### config.mk
export PLATFORM = sky130hd
export DESIGN_NAME = seg7_scan_decoder
export DESIGN_NICKNAME = d
export VERILOG_FILES = /design/src/rtl/seg7_pkg.sv /design/src/rtl/seg7_to_bcd.sv /design/src/rtl/seg7_scan_decoder.sv
export SDC_FILE = /design/constraint.sdc
export NUM_CORES = 1
export LEC_CHECK = 0
export ABC_AREA = 1
export CAP_MARGIN = 20
export CORE_MARGIN = 2
export CORE_UTILIZATION = 40
export CTS_BUF_LIST = sky130_fd_sc_hd__clkbuf_2 sky130_fd_sc_hd__clkbuf_4 sky130_fd_sc_hd__clkbuf_8
export DETAILED_ROUTE_END_ITERATION = 12
export DONT_BUFFER_PORTS = 1
export SYNTH_ARGS = -nofsm -noshare
export SYNTH_HDL_FRONTEND = slang
export SYNTH_SLANG_ARGS = --single-unit
### constraint.sdc
create_clock -name clk -period 1.7 [get_ports clk]
set_input_delay 0.34 -clock clk [delete_from_list [all_inputs] [get_ports clk]]
set_output_delay 0.34 -clock clk [all_outputs]
set_load 0.01 [all_outputs]
### src/rtl/seg7_pkg.sv
// Shared 7-segment definitions for the BCD-to-segment encoder and the scan decoder.
// Latency: n/a (constants and pure functions only).
// Backpressure: n/a.
// Segment vectors are ordered {a,b,c,d,e,f,g}: bit 6 = a, bit 0 = g, 1 = segment lit.
package seg7_pkg;

    localparam int SEG_W = 7;

    // Bit positions of each segment inside a pattern vector
    localparam int SEG_A = 6;
    localparam int SEG_B = 5;
    localparam int SEG_C = 4;
    localparam int SEG_D = 3;
    localparam int SEG_E = 2;
    localparam int SEG_F = 1;
    localparam int SEG_G = 0;

    localparam logic [SEG_W-1:0] SEG_0 = 7'b1111110;
    localparam logic [SEG_W-1:0] SEG_1 = 7'b0110000;
    localparam logic [SEG_W-1:0] SEG_2 = 7'b1101101;
    localparam logic [SEG_W-1:0] SEG_3 = 7'b1111001;
    localparam logic [SEG_W-1:0] SEG_4 = 7'b0110011;
    localparam logic [SEG_W-1:0] SEG_5 = 7'b1011011;
    localparam logic [SEG_W-1:0] SEG_6 = 7'b1011111;
    localparam logic [SEG_W-1:0] SEG_7 = 7'b1110000;
    localparam logic [SEG_W-1:0] SEG_8 = 7'b1111111;
    localparam logic [SEG_W-1:0] SEG_9 = 7'b1111011;

    // Nibble reported for any pattern that is not an exact digit glyph
    localparam logic [3:0] BCD_ERR = 4'hF;

    // Builds a pattern vector from individual segment levels in {a..g} order
    function automatic logic [SEG_W-1:0] seg_pack(input logic a, input logic b,
                                                  input logic c, input logic d,
                                                  input logic e, input logic f,
                                                  input logic g);
        return {a, b, c, d, e, f, g};
    endfunction

    // Forward map used by the encoder; non-decimal nibbles blank the digit
    function automatic logic [SEG_W-1:0] bcd_to_seg(input logic [3:0] digit);
        logic [SEG_W-1:0] pat;
        case (digit)
            4'd0:    pat = SEG_0;
            4'd1:    pat = SEG_1;
            4'd2:    pat = SEG_2;
            4'd3:    pat = SEG_3;
            4'd4:    pat = SEG_4;
            4'd5:    pat = SEG_5;
            4'd6:    pat = SEG_6;
            4'd7:    pat = SEG_7;
            4'd8:    pat = SEG_8;
            4'd9:    pat = SEG_9;
            default: pat = '0;
        endcase
        return pat;
    endfunction

endpackage

### src/rtl/seg7_to_bcd.sv
// Decodes one 7-segment pattern back to a BCD digit; illegal patterns flag err.
// Latency: combinational, zero cycles.
// Backpressure: none (pure function of its input).
// Ports: seg   - pattern {a..g}, 1 = lit
//        bcd   - decoded digit, BCD_ERR when the pattern is not an exact glyph
//        err   - high for any pattern outside the ten legal glyphs
module seg7_to_bcd
    import seg7_pkg::*;
(
    input  logic [SEG_W-1:0] seg,
    output logic [3:0]       bcd,
    output logic             err
);

    always_comb begin
        bcd = BCD_ERR;
        err = 1'b0;
        case (seg)
            SEG_0:   bcd = 4'd0;
            SEG_1:   bcd = 4'd1;
            SEG_2:   bcd = 4'd2;
            SEG_3:   bcd = 4'd3;
            SEG_4:   bcd = 4'd4;
            SEG_5:   bcd = 4'd5;
            SEG_6:   bcd = 4'd6;
            SEG_7:   bcd = 4'd7;
            SEG_8:   bcd = 4'd8;
            SEG_9:   bcd = 4'd9;
            default: err = 1'b1;
        endcase
    end

endmodule

### src/rtl/seg7_scan_decoder.sv
// Recovers a BCD frame from a multiplexed 7-segment bus with per-digit debounce.
// Latency: held pattern captured STABLE_CYCLES-1 edges after first sample; frame one edge later.
// Backpressure: none; the display bus cannot be stalled, frames publish as soon as complete.
// Ports: clk, rst_n         - clock and async active-low reset
//        seg_in, dig_en     - segment levels {a..g} and one-hot digit select
//        bcd_out, digit_err - last complete frame, nibble/bit i = digit i
//        frame_valid        - one-cycle pulse when bcd_out/digit_err update
module seg7_scan_decoder
    import seg7_pkg::*;
#(
    parameter int NUM_DIGITS    = 4,
    parameter int STABLE_CYCLES = 4
) (
    input  logic                    clk,
    input  logic                    rst_n,
    input  logic [SEG_W-1:0]        seg_in,
    input  logic [NUM_DIGITS-1:0]   dig_en,
    output logic [4*NUM_DIGITS-1:0] bcd_out,
    output logic [NUM_DIGITS-1:0]   digit_err,
    output logic                    frame_valid
);

    localparam int         SAMP_W  = NUM_DIGITS + SEG_W;
    localparam logic [7:0] CNT_MAX = 8'(STABLE_CYCLES);

    logic [SAMP_W-1:0]       samp_q;
    logic [SAMP_W-1:0]       samp_cur;
    logic [7:0]              cnt_q;
    logic [7:0]              cnt_nxt;
    logic                    one_hot;
    logic                    same;
    logic                    capture;

    logic [3:0]              dec_bcd;
    logic                    dec_err;

    logic [4*NUM_DIGITS-1:0] slot_bcd_q;
    logic [NUM_DIGITS-1:0]   slot_err_q;
    logic [NUM_DIGITS-1:0]   seen_q;
    logic [NUM_DIGITS-1:0]   seen_nxt;
    logic                    publish_q;
    logic                    frame_done;

    assign samp_cur = {dig_en, seg_in};
    assign one_hot  = $onehot(dig_en);
    assign same     = (samp_cur == samp_q);

    always_comb begin
        cnt_nxt = 8'd0;
        if (!one_hot) begin
            cnt_nxt = 8'd0;
        end else if (same) begin
            cnt_nxt = (cnt_q >= CNT_MAX) ? CNT_MAX : cnt_q + 8'd1;
        end else begin
            cnt_nxt = 8'd1;
        end
    end

    // Capture on reaching the threshold, but not while a run simply stays
    // saturated. The explicit "same" term matters when STABLE_CYCLES is 1:
    // a new pattern then restarts at 1 == CNT_MAX and must still capture.
    assign capture = one_hot && (cnt_nxt == CNT_MAX) && !(same && (cnt_q == CNT_MAX));

    seg7_to_bcd u_dec (
        .seg (seg_in),
        .bcd (dec_bcd),
        .err (dec_err)
    );

    // On the publish edge the old frame's seen bits are dropped first, so a
    // capture on that same edge is the first entry of the new frame.
    always_comb begin
        seen_nxt = publish_q ? '0 : seen_q;
        if (capture) begin
            seen_nxt = seen_nxt | dig_en;
        end
    end

    assign frame_done = capture && (&seen_nxt);

    always_ff @(posedge clk or negedge rst_n) begin
        if (!rst_n) begin
            samp_q      <= '0;
            cnt_q       <= '0;
            slot_bcd_q  <= '0;
            slot_err_q  <= '0;
            seen_q      <= '0;
            publish_q   <= 1'b0;
            bcd_out     <= '0;
            digit_err   <= '0;
            frame_valid <= 1'b0;
        end else begin
            samp_q      <= samp_cur;
            cnt_q       <= cnt_nxt;
            seen_q      <= seen_nxt;
            publish_q   <= frame_done;
            frame_valid <= publish_q;
            if (publish_q) begin
                bcd_out   <= slot_bcd_q;
                digit_err <= slot_err_q;
            end
            for (int i = 0; i < NUM_DIGITS; i++) begin
                if (capture && dig_en[i]) begin
                    slot_bcd_q[4*i +: 4] <= dec_bcd;
                    slot_err_q[i]        <= dec_err;
                end
            end
        end
    end

endmodule
==> impl_metrics.env <==
export IMPL_crit_arrival_ns=2.30
export IMPL_ys_warnings_count=0
export IMPL_drc_errors=0
export IMPL_cts_sinks=65
export IMPL_io_pins=34
export IMPL_synth_area_um2=2820
export IMPL_antenna_found_initial=0
export IMPL_switchingPower_mw=0.738
export IMPL_rows=30
export IMPL_worst_clock_skew_ns=0.0112
export IMPL_finalMaxSlewViolations=0
export IMPL_setup_viol=28
export IMPL_ys_types=28
export IMPL_globalRouteTotalUtil_pct=16.5
export IMPL_fin_cells=442
export IMPL_power_density_nw_per_um2=890
export IMPL_n_antenna_cell=0
export IMPL_hp_class="in -> async"
export IMPL_clock_path_buffers=2
export IMPL_synthCells=314
export IMPL_grt_overflow=0
export IMPL_synth_ff_latch_count=65
export IMPL_via_per_inst=4.62
export IMPL_drt_iter0_drc=141
export IMPL_synthFlopType="dfrtp_1"
export IMPL_clk_pin_slew_worst_paths_ns=0.08
export IMPL_wl_um=5600
export IMPL_synthArstFlopShare_pct=100
export IMPL_status="finished, violations left"
export IMPL_swShare_pct=23.9
export IMPL_period_share_pct=121
export IMPL_synth_edff_count=0
export IMPL_wl_per_cell_um=12.7
export IMPL_initial_utilization_pct=41.5
export IMPL_power_frac_comb_pct=7.2
export IMPL_grt_max_degree=66
export IMPL_p_seq_share_pct=51.3
export IMPL_layout_drive_gt1_share_pct=20.2
export IMPL_leakage_nw=1.74
export IMPL_clkLatencyLatePin_ns=0.34
export IMPL_synth_area_per_cell_um2=8.99
export IMPL_dr_pass1_iters=4
export IMPL_fill_cells=625
export IMPL_clock_root_buffer="clkbuf_8"
export IMPL_path_class="in -> reg"
export IMPL_pre_cts_ws_ns=-0.700
export IMPL_numPlacedInstances=417
export IMPL_syn_to_final_growth_pct=22.8
export IMPL_numPortBuffers=0
export IMPL_hold_viol=65
export IMPL_dp_hpwl_um=3720
export IMPL_ys_seq_area_share_pct=57.6
export IMPL_internal_power_mw=2.35
export IMPL_vdd_ir_drop_worst_mv=0.559
export IMPL_num_vias=2040
export IMPL_holdWs_ns=-0.308
export IMPL_grt_pass1_vias=2015
export IMPL_critical_path_required_ns=1.94
export IMPL_grt_pass1_wl_um=9580
export IMPL_worstRegToRegCells=12
export IMPL_design_power_total_mw=3.09
export IMPL_grt_use_met1_pct=21.7
export IMPL_rsz0062_at_grt="yes"
export IMPL_fp_dieH_um=88.0
export IMPL_cp_max_fo=6
export IMPL_nets=359
export IMPL_critPathCaptureType="flip-flop"
export IMPL_min_period_ns=2.06
export IMPL_fin_tns_setup_ns=-7.66
export IMPL_grtUsageMet3_pct=6.69
export IMPL_use_met2_pct=24.9
export IMPL_cts_htree_levels=3
export IMPL_maxCapViolCount=0
export IMPL_finalWorstSetupSlack_ns=-0.361
export IMPL_die_x_um=88.0
export IMPL_dieArea_um2=7740
export IMPL_grt_busiest_layer="met2"
export IMPL_fin_util_pct=51.0
export IMPL_fmax_mhz=485
export IMPL_numCtsBuffers=9
export IMPL_gp_congestion=0.774
export IMPL_pwr_share_clk_pct=41.4
export IMPL_core_area_um2=6790
export IMPL_violations="hold timing, setup timing"
export IMPL_cts_tree="done"
export IMPL_cp_start_kind="input pin"
export IMPL_antenna_left=0
## registers in the layout, summed over array words and instances, names as in the netlist
register and flops:
bcd_out 16, cnt_q 8, digit_err 4, frame_valid 1, publish_q 1, samp_q 11, seen_q 4, slot_bcd_q 16
slot_err_q 4
## Yosys cell counts, drive strengths merged, types with 2 or more instances
master  count  share of area [%]
a21oi       2               0.35
buf         2               0.58
clkbuf      4               0.53
clkinv      2               0.27
dfrtp      65                 58
ha          4                1.8
inv        41                5.5
nand2     114                 16
nand3      13                2.3
nand4       7                2.0
nor2       20                3.9
nor3        2               0.35
o21a       11                2.9
o21ai      15                2.7
o22ai       3               0.66
xor2        5                1.6
## through the flow
| step | hold WS, ns | area [um^2] |
|---|---|---|
| 2_1_floorplan | 0.0444 | 2890 |
| 3_3_place_gp | 0.0464 | 3040 |
| 3_5_place_dp | 0.0465 | 3040 |
| 4_1_cts | -0.330 | 3310 |
| 5_1_grt | -0.337 | 3470 |
| 6_report | -0.308 | 3470 |
## power groups by stage
stage | clock network [mW] | registers [mW] | logic, mW
floorplan | 0 | 1.62 | 0.130
detailed placement | 0 | 1.62 | 0.170
global placement | 0 | 1.61 | 0.168
finish | 1.28 | 1.58 | 0.223
CTS | 1.32 | 1.58 | 0.183
global route | 1.41 | 1.59 | 0.250
## critical path: stages
cell	delay, ns
inv_8	0.01
fa_1	0.53
inv_2	0.05
ha_4	0.15
ha_4	0.21
nor3_4	0.18
inv_2	0.07
nor2_4	0.14
buf_12	0.13
nand2_8	0.06
nor2_8	0.14
nand2_4	0.10
o21a_1	0.17
## worst paths after layout
kind,from,end,slack [ns]
worst max-delay path,dig_en[1],slot_bcd_q[11],-0.36
worst min-delay path,rst_n,samp_q[6],-0.31
worst max register to register,cnt_q[1],publish_q,-0.05
worst min register to register,slot_bcd_q[1],bcd_out[1],0.49
max in group asynchronous,rst_n,digit_err[1],1.88
min in group clk,seg_in[5],samp_q[5],0.03
## timing repair
action	CTS	global route
setup buffers	2	3
endpoints found under the setup margin	26	28
resized for setup	11	25
endpoints found under the hold margin	65	66
gates cloned	2	1
pin swaps	8	19
## kinds of logic after synthesis
family          synth area share, %
xor+xnor                       1.55
other cells                   0.133
flops                          57.6
buf+inv                        6.83
compound gates                 6.91
simple gates                   24.5
fa+ha+maj                      2.48
## cells in the final DEF, fill, tap and decap left out, drive strengths merged, types with 2 or more instances in the layout
| cell type | count |
|---|---|
| nand2 | 115 |
| dfrtp | 65 |
| inv | 42 |
| nor2 | 20 |
| o21ai | 15 |
| buf | 15 |
| nand3 | 13 |
| o21a | 11 |
| clkbuf | 9 |
| nand4 | 8 |
| xor2 | 5 |
| conb | 5 |
| clkinv | 5 |
| ha | 4 |
| o22ai | 3 |
| a21oi | 2 |
| clkinvlp | 2 |
| nor3 | 2 |
## area by class of cell
| class | instances | area, um^2 | area share, % |
|---|---|---|---|
| clock buffer | 9 | 124 | 3.57 |
| clock inverter | 7 | 68.8 | 1.98 |
| inverter | 43 | 179 | 5.16 |
| multi-input combinational | 206 | 1190 | 34.5 |
| sequential | 65 | 1630 | 46.9 |
| tap | 96 | 120 | 3.46 |
| timing repair buffer | 16 | 154 | 4.44 |
## layer usage
| metal | vias to the layer above | wire [um] |
|---|---|---|
| li1 | 1034 | - |
| met1 | 960 | 2530 |
| met2 | 37 | 2730 |
| met3 | 9 | 249 |
| met4 | 0 | 88 |
| met5 | - | 0 |
(Power assumes the default switching activity.)
